File: src/rtl/axil_master_cmd.sv
// Command-port to AXI-Lite master bridge: one single-beat read or write in flight at a time.
// Optional `AXIL_MASTER_ADDR_CHECK_EN` rejects out-of-window or misaligned commands with DECERR.
module axil_master_cmd #(
    parameter int                        AXI_DATA_WIDTH = 32,
    parameter int                        AXI_ADDR_WIDTH = 32,
    parameter logic [AXI_ADDR_WIDTH-1:0] ADDR_BASE      = 32'h0000_0000,
    parameter logic [AXI_ADDR_WIDTH-1:0] ADDR_SIZE      = 32'h0000_1000
) (
    input  logic                        aclk,
    input  logic                        aresetn,

    input  logic                        cmd_valid,
    output logic                        cmd_ready,
    input  logic                        cmd_we,
    input  logic [AXI_ADDR_WIDTH-1:0]   cmd_addr,
    input  logic [AXI_DATA_WIDTH-1:0]   cmd_wdata,
    input  logic [AXI_DATA_WIDTH/8-1:0] cmd_wstrb,

    output logic                        rsp_valid,
    input  logic                        rsp_ready,
    output logic [AXI_DATA_WIDTH-1:0]   rsp_rdata,
    output logic [1:0]                  rsp_resp,

    output logic [AXI_ADDR_WIDTH-1:0]   m_axil_awaddr,
    output logic                        m_axil_awvalid,
    input  logic                        m_axil_awready,
    output logic [AXI_DATA_WIDTH-1:0]   m_axil_wdata,
    output logic [AXI_DATA_WIDTH/8-1:0] m_axil_wstrb,
    output logic                        m_axil_wvalid,
    input  logic                        m_axil_wready,
    input  logic [1:0]                  m_axil_bresp,
    input  logic                        m_axil_bvalid,
    output logic                        m_axil_bready,
    output logic [AXI_ADDR_WIDTH-1:0]   m_axil_araddr,
    output logic                        m_axil_arvalid,
    input  logic                        m_axil_arready,
    input  logic [AXI_DATA_WIDTH-1:0]   m_axil_rdata,
    input  logic [1:0]                  m_axil_rresp,
    input  logic                        m_axil_rvalid,
    output logic                        m_axil_rready
);
    localparam int STRB_W = AXI_DATA_WIDTH/8;
    localparam int LSB_W  = $clog2(STRB_W);

    typedef enum logic [2:0] {IDLE, WR, WR_B, RD_A, RD_D, RSP} state_t;

    state_t state, state_n;
    logic aw_done, aw_done_n, w_done, w_done_n;
    logic cmd_ready_n, rsp_valid_n;
    logic awvalid_n, wvalid_n, bready_n, arvalid_n, rready_n;
    logic [AXI_DATA_WIDTH-1:0] rsp_rdata_n;
    logic [1:0]                rsp_resp_n;
    logic                      load_cmd, addr_ok;

    logic [AXI_ADDR_WIDTH-1:0] addr_q;
    logic [AXI_DATA_WIDTH-1:0] wdata_q;
    logic [STRB_W-1:0]         wstrb_q;

`ifdef AXIL_MASTER_ADDR_CHECK_EN
    logic [AXI_ADDR_WIDTH-1:0] addr_off;
    // Offset compare avoids overflow when ADDR_BASE+ADDR_SIZE wraps the address space
    assign addr_off = cmd_addr - ADDR_BASE;
    assign addr_ok  = (cmd_addr >= ADDR_BASE) && (addr_off < ADDR_SIZE) &&
                      (cmd_addr[LSB_W-1:0] == '0);
`else
    logic unused_cfg;
    assign unused_cfg = ^{ADDR_BASE, ADDR_SIZE, LSB_W[0]};
    assign addr_ok    = 1'b1;
`endif

    assign m_axil_awaddr = addr_q;
    assign m_axil_araddr = addr_q;
    assign m_axil_wdata  = wdata_q;
    assign m_axil_wstrb  = wstrb_q;

    always_comb begin
        state_n     = state;
        aw_done_n   = aw_done;
        w_done_n    = w_done;
        cmd_ready_n = cmd_ready;
        rsp_valid_n = rsp_valid;
        awvalid_n   = m_axil_awvalid;
        wvalid_n    = m_axil_wvalid;
        bready_n    = m_axil_bready;
        arvalid_n   = m_axil_arvalid;
        rready_n    = m_axil_rready;
        rsp_rdata_n = rsp_rdata;
        rsp_resp_n  = rsp_resp;
        load_cmd    = 1'b0;
        case (state)
            IDLE: begin
                cmd_ready_n = 1'b1;
                if (cmd_valid && cmd_ready) begin
                    load_cmd    = 1'b1;
                    cmd_ready_n = 1'b0;
                    if (!addr_ok) begin
                        state_n     = RSP;
                        rsp_valid_n = 1'b1;
                        rsp_resp_n  = 2'b11;
                        rsp_rdata_n = '0;
                    end else if (cmd_we) begin
                        state_n   = WR;
                        awvalid_n = 1'b1;
                        wvalid_n  = 1'b1;
                        aw_done_n = 1'b0;
                        w_done_n  = 1'b0;
                    end else begin
                        state_n   = RD_A;
                        arvalid_n = 1'b1;
                    end
                end
            end
            WR: begin
                if (m_axil_awvalid && m_axil_awready) begin
                    aw_done_n = 1'b1;
                    awvalid_n = 1'b0;
                end
                if (m_axil_wvalid && m_axil_wready) begin
                    w_done_n = 1'b1;
                    wvalid_n = 1'b0;
                end
                if (aw_done_n && w_done_n) begin
                    state_n  = WR_B;
                    bready_n = 1'b1;
                end
            end
            WR_B: begin
                if (m_axil_bvalid) begin
                    state_n     = RSP;
                    bready_n    = 1'b0;
                    rsp_valid_n = 1'b1;
                    rsp_resp_n  = m_axil_bresp;
                    rsp_rdata_n = '0;
                end
            end
            RD_A: begin
                if (m_axil_arready) begin
                    state_n   = RD_D;
                    arvalid_n = 1'b0;
                    rready_n  = 1'b1;
                end
            end
            RD_D: begin
                if (m_axil_rvalid) begin
                    state_n     = RSP;
                    rready_n    = 1'b0;
                    rsp_valid_n = 1'b1;
                    rsp_resp_n  = m_axil_rresp;
                    rsp_rdata_n = m_axil_rdata;
                end
            end
            RSP: begin
                if (rsp_ready) begin
                    state_n     = IDLE;
                    rsp_valid_n = 1'b0;
                    cmd_ready_n = 1'b1;
                end
            end
            default: state_n = IDLE;
        endcase
    end

    always_ff @(posedge aclk or negedge aresetn) begin
        if (!aresetn) begin
            state          <= IDLE;
            aw_done        <= 1'b0;
            w_done         <= 1'b0;
            cmd_ready      <= 1'b0;
            rsp_valid      <= 1'b0;
            m_axil_awvalid <= 1'b0;
            m_axil_wvalid  <= 1'b0;
            m_axil_bready  <= 1'b0;
            m_axil_arvalid <= 1'b0;
            m_axil_rready  <= 1'b0;
            rsp_rdata      <= '0;
            rsp_resp       <= 2'b00;
            addr_q         <= '0;
            wdata_q        <= '0;
            wstrb_q        <= '0;
        end else begin
            state          <= state_n;
            aw_done        <= aw_done_n;
            w_done         <= w_done_n;
            cmd_ready      <= cmd_ready_n;
            rsp_valid      <= rsp_valid_n;
            m_axil_awvalid <= awvalid_n;
            m_axil_wvalid  <= wvalid_n;
            m_axil_bready  <= bready_n;
            m_axil_arvalid <= arvalid_n;
            m_axil_rready  <= rready_n;
            rsp_rdata      <= rsp_rdata_n;
            rsp_resp       <= rsp_resp_n;
            if (load_cmd) begin
                addr_q  <= cmd_addr;
                wdata_q <= cmd_wdata;
                wstrb_q <= cmd_wstrb;
            end
        end
    end
endmodule

File: config.mk
export PLATFORM = sky130hd
export DESIGN_NAME = axil_master_cmd
export DESIGN_NICKNAME = d
export VERILOG_FILES = /design/src/rtl/axil_master_cmd.sv
export SDC_FILE = /design/constraint.sdc
export NUM_CORES = 1
export LEC_CHECK = 0
export BUFFER_PORTS_ARGS = -buffer_cell sky130_fd_sc_hd__buf_2
export CORE_UTILIZATION = 45
export DETAILED_ROUTE_END_ITERATION = 10
export HOLD_SLACK_MARGIN = 0.08
export PLACE_DENSITY = 0.84
export SKIP_LAST_GASP = 1
export SYNTH_ARGS = -nofsm -noshare
export SYNTH_HDL_FRONTEND = slang
export SYNTH_SLANG_ARGS = --single-unit
File: constraint.sdc
create_clock -name aclk -period 1.8 [get_ports aclk]
set_clock_uncertainty 0.05 [all_clocks]
set_input_delay 0.36 -clock aclk [delete_from_list [all_inputs] [get_ports aclk]]
set_output_delay 0.36 -clock aclk [all_outputs]
set_load 0.02 [all_outputs]
Yosys cells after proc, flatten, opt, wreduce, memory -nomap -nowiden
Index checks and enable logic that the tools add are counted.
{"block": "totals", "regBits": 114, "output_inout_bits": 141, "inputBits": 114, "wordCells": 99}
{"block": "op_classes", "n_mux": 47, "n_eq_ne": 15, "n_reduce_logical": 22}
{"operator": "two-way mux 32 bit", "count": 2}
{"operator": "one-hot mux 32 bit (2 select lines)", "count": 1}
{"operator": "two-way mux 1 bit", "count": 24}
{"operator": "!= test 2 bit (second input constant)", "count": 10}
{"operator": "two-way mux 3 bit", "count": 6}
{"operator": "one-hot mux 3 bit (6 select lines)", "count": 1}
{"operator": "one-hot mux 1 bit (2 select lines)", "count": 8}
{"operator": "AND reduction 4 bit", "count": 4}
{"operator": "AND reduction 3 bit", "count": 4}
{"operator": "nonzero test 2 bit", "count": 6}
{"operator": "equality test 3 x 2 -> 1 bit (second input constant)", "count": 2}
{"operator": "equality test 3 bit (second input constant)", "count": 2}
{"operator": "two-way mux 2 bit", "count": 3}
{"operator": "AND reduction 6 bit", "count": 1}
{"operator": "logical AND 1 bit", "count": 4}
{"operator": "one-hot mux 2 bit (2 select lines)", "count": 1}
{"operator": "equality test 3 x 1 -> 1 bit (second input constant)", "count": 1}
{"operator": "zero test 3 bit", "count": 1}
{"operator": "one-hot mux 1 bit (3 select lines)", "count": 1}
{"operator": "nonzero test 3 bit", "count": 1}
{"operator": "AND reduction 2 bit", "count": 1}

Depth between registers and ports, before layout
Gate-level depths: netlist (run 1).
{"block": "depth", "ltp_word": 6, "ltp_mapped": 6, "depth_no_buf": 3}

Worst setup path after synthesis (run 1)
No wires, ideal clock.
{"block": "synth_timing", "path_type": "flip-flop to flip-flop", "startpoint": "reg cmd_ready", "endpoint": "reg addr_q[0], in the netlist m_axil_araddr[0]", "path_slack_ns": 0.205, "required_time_ns": 1.625, "arrival_ns": 1.420, "stages_incl_launch_ff": 6, "cell_sequence": "dfrtp_1 -> nand4bb_4 -> nor2_4 -> buf_6 -> buf_12 -> mux2_4"}
{"block": "synth_between", "elab_chain_cells": 3}
{"item": "from (decl)", "line_no": "13", "text": "output logic cmd_ready,"}
{"item": "from (signal assigned)", "line_no": "184", "text": "cmd_ready <= cmd_ready_n;"}
{"item": "logical AND 1 bit", "line_no": "93", "text": "if (cmd_valid && cmd_ready) begin"}
{"item": "two-way mux 1 bit", "line_no": "93"}
{"item": "two-way mux 1 bit", "line_no": "90", "text": "case (state)"}
{"item": "to (signal assigned)", "line_no": "194", "text": "addr_q <= cmd_addr;"}
{"item": "to (decl)", "line_no": "55", "text": "logic [AXI_ADDR_WIDTH-1:0] addr_q;"}
Every way passes these cells.
A chain may end at the register's enable or synchronous reset.

Worst setup path in the final report (run 1)
{"block": "layout_timing", "startpoint": "reg state[1]", "endpoint": "reg wdata_q[2], in the netlist m_axil_wdata[2]"}
{"block": "layout_between", "elab_chain_cells": 2}
{"item": "from (decl)", "line_no": "47", "text": "state_t state, state_n;"}
{"item": "from (signal assigned)", "line_no": "181", "text": "state <= state_n;"}
{"item": "zero test 3 bit", "line_no": "90"}
{"item": "two-way mux 1 bit", "line_no": "90"}
{"item": "to (signal assigned)", "line_no": "195", "text": "wdata_q <= cmd_wdata;"}
{"item": "to (decl)", "line_no": "56", "text": "logic [AXI_DATA_WIDTH-1:0] wdata_q;"}
Every way passes these cells.

==> results by group, run 1 <==
Critical path
  • Reg2reg start: state[1]$_DFFE_PN0P_
  • Critical path launch point: state[1]$_DFFE_PN0P_
  • Reg2reg path depth: 4
  • CP required: 2.13 ns
  • Critical setup path kind: reg -> reg
  • Worst setup endpoint: m_axil_wdata[2]$_DFFE_PN0P_
  • CP peak stage delay: 0.44 ns
  • Worst path cell trace: nand4bb_4 -> nor2_4 -> buf_12 -> mux2_2
  • Worst R2R Setup Slack: 0.04 ns
  • Setup crit start kind: flop
  • Reg2reg end: m_axil_wdata[2]$_DFFE_PN0P_
  • Crit path DAT: 2.09 ns
  • CP max FO: 35
  • Crit-path slowest cell: dfrtp_1
  • Critical path endpoint category: flop

Layout
  • Final Cell Area: 0.007611 mm^2
  • Final #Nets: 776
  • Ratio of cells with drive above 1 in the final layout: 0.5674
  • Antenna cells: 0
  • Area grow syn2layout: 59.28%
  • Core Util, Final: 0.7372

Clock network
  • Worst-skew pair later-pin latency: 0.50 ns
  • Clk pin slew, worst setup/hold paths: 0.06 ns
  • H-tree levels: 4
  • Max Root-Sink Buffers: 2
  • Clock sink total: 114
  • CTS buffer count: 17
  • Clk root buf: clkbuf_8
  • CTS tree: built
  • Setup bufs post-CTS: 0

Die
  • I/O pins: 255
  • Die W: 105.0 um
  • Die ar.: 0.01103 mm^2
  • Row cnt: 37
  • Starting Density: 0.4629
  • Placeable Area: 0.01032 mm^2
  • Die Y: roughly 110 um

Placement
  • IO Port Bufs: 254
  • Final HPWL DP: 8.364 mm
  • Gp weighted congestion: ~0.87
  • Area after DPL: 0.006032 mm^2

Timing
  • Max frequency: 568.8 MHz
  • Total Neg Setup Slack: 0 ns
  • Max-slew headroom: 0.7334
  • Final period util: 0.9768
  • Hold Fails Final Rpt: 0
  • RSZ-0062 raised after global routing: true
  • Max Transition Viols Final: 0
  • Endpoints failing setup: 0
  • Slew @ Worst Pin: 0.3948 ns
  • Min Tclk post-route: approximately 1.8 ns

Synthesis
  • Post-synth design cell area: 0.004778 mm^2
  • Top cell type's share of synthesized area: 0.5970
  • YS warnings: 0
  • Flops & latches, synth: 114
  • Synth top area cells: dfrtp_1 (60%), mux2_2 (12%), mux2_4 (6.3%)
  • Top-count cell post-synth: dfrtp_1
  • Seq/Total Area, Yosys: 0.5970
  • Asr flop ratio synth: 1.000
  • Post-synth top cells: dfrtp_1 (114), mux2_2 (52), buf_4 (37)
  • Unique masters post-synth: 39
  • Most common flop cell mapped by yosys: dfrtp_1
  • Syn avg cell area: ~15 um^2
  • Cells after Synth: 322
  • Post-synth EDFFs: 0
  • Synth Net Count: 436
  • Area leader, netlist: dfrtp_1

Global routing
  • Vias in the first global route: 4290
  • First-pass GRT wire length: 22.55 mm
  • GR Util All Layers: 0.2721
  • Initial antenna violation count: 0
  • GRT Residual Overflow: 0
  • Largest net degree at the start of global routing: 60

Route
  • WL/cell: 17.89 um
  • Antenna Violating Nets Remaining: 0
  • Iteration-0 DRC Markers: 154
  • Vias per inst: between 4 and 5
  • # DRC: 0
  • Total number of vias: between 4000 and 5000
  • DR pass1 iterations: 4
  • Final WL: ~15 mm

Power
  • Leakage: 3.805 nW
  • Pwr/cell area: slightly below 2000 mW/mm^2
  • Max VDD drop: 0.9171 mV

Run
  • MaxCap Viol Count: 0

Hold path
  • Hold Crit Class: in -> reg

Outcome
  • Status: completed
==> how the worst min path moves through the flow <==
stage / from / end / slack (ns) / depth (start not counted)
CTS: m_axil_arready / m_axil_rready$_DFFE_PN0P_ / 0.09 / 3
detailed placement: aresetn / m_axil_wdata[3]$_DFFE_PN0P_ / 0.35 / 2
finish: m_axil_wready / m_axil_wvalid$_DFFE_PN0P_ / 0.12 / 3
global placement: aresetn / m_axil_wdata[9]$_DFFE_PN0P_ / 0.34 / 2
global route: m_axil_arready / m_axil_rready$_DFFE_PN0P_ / 0.1 / 3
floorplan: aresetn / aw_done$_DFFE_PN0P_ / 0.01 / 0
==> kinds of logic after synthesis <==
group | count (synthesis) | share of synthesized area
muxes | 73 | 0.1875
and+or+nand+nor | 23 | 0.03404
DFF | 114 | 0.5970
AOI/OAI and AO/OA | 57 | 0.09820
buffers and inverters | 55 | 0.08327
==> power breakdown <==
group	switching (mW)	internal, mW	total [mW]
sequential	0.913	3.87	4.78
combinational	3.96	3.01	6.97
clock	1.18	1.99	3.17
total	6.05	8.87	14.9
==> repair_timing <==
action,CTS,global route
setup endpoints to repair,0,19
hold endpoints to repair,214,0
hold buffers,101,0
gates resized for setup,0,1
==> worst max-delay path, delay by kind of cell (launching register included) <==
| kind | cells | cell delay, ns |
|---|---|---|
| muxes | 1 | 0.40 |
| buffers and inverters | 1 | 0.25 |
| and+or+nand+nor | 2 | 0.47 |
| DFF | 1 | 0.44 |
==> final cells by class <==
cell class	count	area (um^2)
Sequential cell	114	2853
Timing Repair Buffer	372	2462
Multi-Input combinational cell	153	1544
Inverter	4	15.01
Clock inverter	14	138.9
Tap cell	136	170.2
Clock buffer	18	427.9
Fill cell	625	2713
==> flip-flops by register name, indices dropped and copies added, names as in the netlist, 2 cells and up <==
name / count
m_axil_araddr: 32
m_axil_wdata: 32
m_axil_wstrb: 4
rsp_rdata: 32
rsp_resp: 2
state: 3
==> cell usage in the layout (no fill, tap or decap), drive strengths merged <==
| master | n |
|---|---|
| nor3b | 1 |
| inv | 5 |
| o22ai | 1 |
| dfrtp | 114 |
| buf | 271 |
| a21o | 4 |
| nand2b | 1 |
| a211oi | 1 |
| mux2 | 72 |
| a21oi | 3 |
| or4b | 1 |
| o21ba | 1 |
| bufinv | 2 |
| a32oi | 1 |
| clkinv | 5 |
| nor3 | 1 |
| a2bb2oi | 1 |
| nand4bb | 1 |
| o21a | 1 |
| mux2i | 1 |
| nand4 | 1 |
| and2b | 1 |
| nand3b | 4 |
| a22oi | 2 |
| dlygate4sd3 | 101 |
| nor2b | 1 |
| o41ai | 1 |
| a31o | 3 |
| nand3 | 1 |
| o21ai | 2 |
| o22a | 1 |
| a22o | 34 |
| o311ai | 1 |
| nor4bb | 1 |
| nand2 | 4 |
| clkbuf | 18 |
| clkinvlp | 6 |
| nor2 | 5 |
==> per-layer routing <==
layer  global-route usage  up-vias  part of all wire
li1                     -     1809                 -
met2               0.4896      217              0.54
met5                    0        -                 0
met3              0.06238       47             0.055
met4               0.1469        0             0.042
met1               0.2962     1977              0.37
==> metrics by stage <==
step | cells | hold slack [ns] | setup slack (ns) | power [mW]
after CTS | 811 | 0.08926 | 0.04195 | 14.77
final | 811 | 0.1184 | 0.04182 | 14.92
after global placement | 678 | 0.3359 | 0.1499 | 11.15
after global routing | 811 | 0.09719 | -0.02308 | 15.60
after floorplan | 322 | 0.01441 | 0.2046 | 9.469
after detailed placement | 678 | 0.3462 | 0.08273 | 11.40
Power figures use the tool's default switching activity.
==> run 2: changes to the inputs <==
--- a/config.mk
+++ b/config.mk
@@ -7,6 +7,7 @@
 export LEC_CHECK = 0
 export BUFFER_PORTS_ARGS = -buffer_cell sky130_fd_sc_hd__buf_2
 export CORE_UTILIZATION = 45
+export CTS_BUF_LIST = sky130_fd_sc_hd__clkbuf_4
 export DETAILED_ROUTE_END_ITERATION = 10
 export HOLD_SLACK_MARGIN = 0.08
 export PLACE_DENSITY = 0.84
==> results by group, run 2 (synthesized netlist as in run 1, its figures left out) <==
Die
  • Placeable Area: 0.01032 mm^2 (unchanged)
  • Die ar.: 0.01103 mm^2 (unchanged)
  • Die Y: 105.0 um (unchanged)
  • Starting Density: 0.4629 (unchanged)
  • Die W: 105.0 um (unchanged)
  • Row cnt: 37 (unchanged)
  • I/O pins: 255 (unchanged)

Power
  • Pwr/cell area: 1839 mW/mm^2 (-6.2%)
  • Internal power: 7.674 mW (-13%)
  • Psw: 5.822 mW (-3.7%)
  • Leakage: 3.682 nW (-3.2%)
  • Sw frac: 0.4314 (+0.02598)
  • Combinational Power Share: 0.515 (+0.048)
  • Max VDD drop: 1.076 mV (+17%)
  • Clock power share: 0.133 (-0.079)
  • Sequential Power Share: 0.352 (+0.031)

Global routing
  • GRT Residual Overflow: 0 (unchanged)
  • Initial antenna violation count: 0 (unchanged)
  • GR Util All Layers: 0.2641 (-0.008028)
  • Vias in the first global route: 4343 (+1.2%)
  • Largest net degree at the start of global routing: 60 (unchanged)
  • First-pass GRT wire length: 22.06 mm (-2.2%)

Critical path
  • Critical setup path kind: reg -> reg
  • Crit path DAT: 2.07 ns (-0.02 ns)
  • CP required: 2.13 ns (about the same)
  • Reg2reg path depth: 4 (unchanged)
  • Reg2reg start: state[1]$_DFFE_PN0P_
  • Critical Path Stages: 4 (unchanged)
  • CP peak stage delay: 0.45 ns (about the same)
  • CP max FO: 35 (unchanged)
  • Worst path cell trace: nand4bb_4 -> nor2_4 -> buf_12 -> mux2_2
  • CP Buf/Inv Count: 1 (unchanged)
  • Critical path launch point: state[1]$_DFFE_PN0P_
  • Crit-path slowest cell: dfrtp_1
  • Cell family with most CP delay: simple AND/OR/NAND/NOR gates
  • Setup crit start kind: flop
  • Critical path endpoint category: flop

Hold path
  • Hold Crit Start: m_axil_bvalid
  • Hold Crit Class: in -> reg
  • Hold Path Cell Cnt: 4 (+1)

Clock network
  • Setup bufs post-CTS: 0 (unchanged)
  • Clk pin slew, worst setup/hold paths: 0.11 ns (+0.05 ns)
  • Worst-skew pair later-pin latency: 0.49 ns (about the same)
  • Clk root buf: clkbuf_4
  • CTS tree: built
  • Max Root-Sink Buffers: 2 (unchanged)
  • H-tree levels: 4 (unchanged)
  • Clock sink total: 114 (unchanged)
  • CTS buffer count: 17 (unchanged)

Timing
  • Final period util: 0.9692 (-0.007564)
  • RSZ-0062 raised after global routing: true
  • Slew @ Worst Pin: 0.3843 ns (-0.01053 ns)
  • Hold Fails Final Rpt: 0 (unchanged)
  • Min Tclk post-route: 1.745 ns (-0.01362 ns)
  • Endpoints failing setup: 0 (unchanged)
  • Max-slew headroom: 0.7405 (+0.007107)
  • Tightest hold margin: 0.1498 ns (+0.03136 ns)
  • Max frequency: 573.2 MHz (+0.78%)
  • Max Transition Viols Final: 0 (unchanged)

Layout
  • Ratio of cells with drive above 1 in the final layout: 0.5643 (-0.003153)
  • Most common cell after layout, fill and taps aside: buf_2
  • Final Non-Filler Cells: 813 (+0.25%)
  • Antenna cells: 0 (unchanged)
  • Area grow syn2layout: 53.57%
  • Final #Nets: 778 (+0.26%)
  • Commonest cells after routing, fill and taps aside: buf_2 (253), dfrtp_1 (113), dlygate4sd3_1 (103)
  • Final Cell Area: 0.007338 mm^2 (-3.6%)
  • Layout fillers: 656 (+5.0%)

Placement
  • Gp weighted congestion: 0.8717 (unchanged)
  • Area after DPL: 0.006032 mm^2 (unchanged)
  • Dpl cells: 678 (unchanged)
  • Final HPWL DP: 8.364 mm (unchanged)
  • IO Port Bufs: 254 (unchanged)

Run
  • MaxCap Viol Count: 0 (unchanged)

Route
  • Iteration-0 DRC Markers: 234 (+52%)
  • DR pass1 iterations: 4 (unchanged)
  • Antenna Violating Nets Remaining: 0 (unchanged)
  • Total number of vias: 4087 (+0.91%)
  • WL/cell: 17.54 um (-2.0%)
  • Final WL: 14.26 mm (-1.7%)
  • Vias per inst: 5.027 (+0.67%)
  • # DRC: 0 (unchanged)

Outcome
  • Status: completed
[run 2: cell types whose count changed in the layout (fill, tap and decap cells not counted), sizes merged]
cell	change
clkbuf	-1
clkinv	+1
dlygate4sd3	+2
[run 2: timing repair]
item	in CTS	in global routing
hold endpoints to repair	216	0
gates resized for setup	0	2
setup endpoints to repair	0	30
hold buffers	103	0
[run 2: stage by stage]
step	util	TNS [ns]	setup slack (ns)	power, mW
3_5_place_dp	0.5843	0	0.08273	11.40
5_1_grt	0.7108	-0.05949	-0.01737	14.17
3_3_place_gp	0.5843	0	0.1499	11.15
2_1_floorplan	-	0	0.2046	9.469
4_1_cts	0.7103	0	0.04454	13.38
6_report	0.7108	0	0.05544	13.50
[run 2: routing by layer]
layer / GRT usage / vias up / share of wire
met5: 0 / - / 0
met4: 0.1519 / 0 / 0.040
met3: 0.06238 / 49 / 0.055
met2: 0.4778 / 223 / 0.54
met1: 0.2801 / 2002 / 0.37
li1: - / 1813 / -
[run 2: worst reg2reg max path, delay by kind of cell, from the launching register on]
family | cells | cell delay, ns
muxes | 1 | 0.41
buffers and inverters | 1 | 0.26
and+or+nand+nor | 2 | 0.47
DFF | 1 | 0.45
[run 2: layout make-up]
type	count	area, um^2	area share
Clock buffer	17	127.6	0.01739
Clock inverter	15	142.6	0.01944
Inverter	4	15.01	0.002046
Multi-Input combinational cell	153	1543	0.2102
Sequential cell	114	2854	0.3889
Tap cell	136	170.2	0.02319
Timing Repair Buffer	374	2486	0.3388
[run 2: power groups by stage]
stage | logic [mW] | clock network [mW] | registers (mW)
2_1_floorplan | 3.32 | 0 | 6.15
4_1_cts | 6.87 | 1.84 | 4.68
3_3_place_gp | 6.53 | 0 | 4.63
3_5_place_dp | 6.68 | 0 | 4.72
5_1_grt | 7.31 | 1.97 | 4.90
6_report | 6.95 | 1.79 | 4.75
[run 2: worst paths after layout]
kind                                           endpoint  slack [ns]
min                           m_axil_bready$_DFFE_PN0P_        0.15
min in group asynchronous  m_axil_wdata[17]$_DFFE_PN0P_        0.38
max                        m_axil_wdata[14]$_DFFE_PN0P_        0.06
max in group asynchronous     m_axil_bready$_DFFE_PN0P_        1.03
max reg2reg                m_axil_wdata[14]$_DFFE_PN0P_        0.06
min reg2reg                   rsp_rdata[19]$_DFFE_PN0P_        0.46
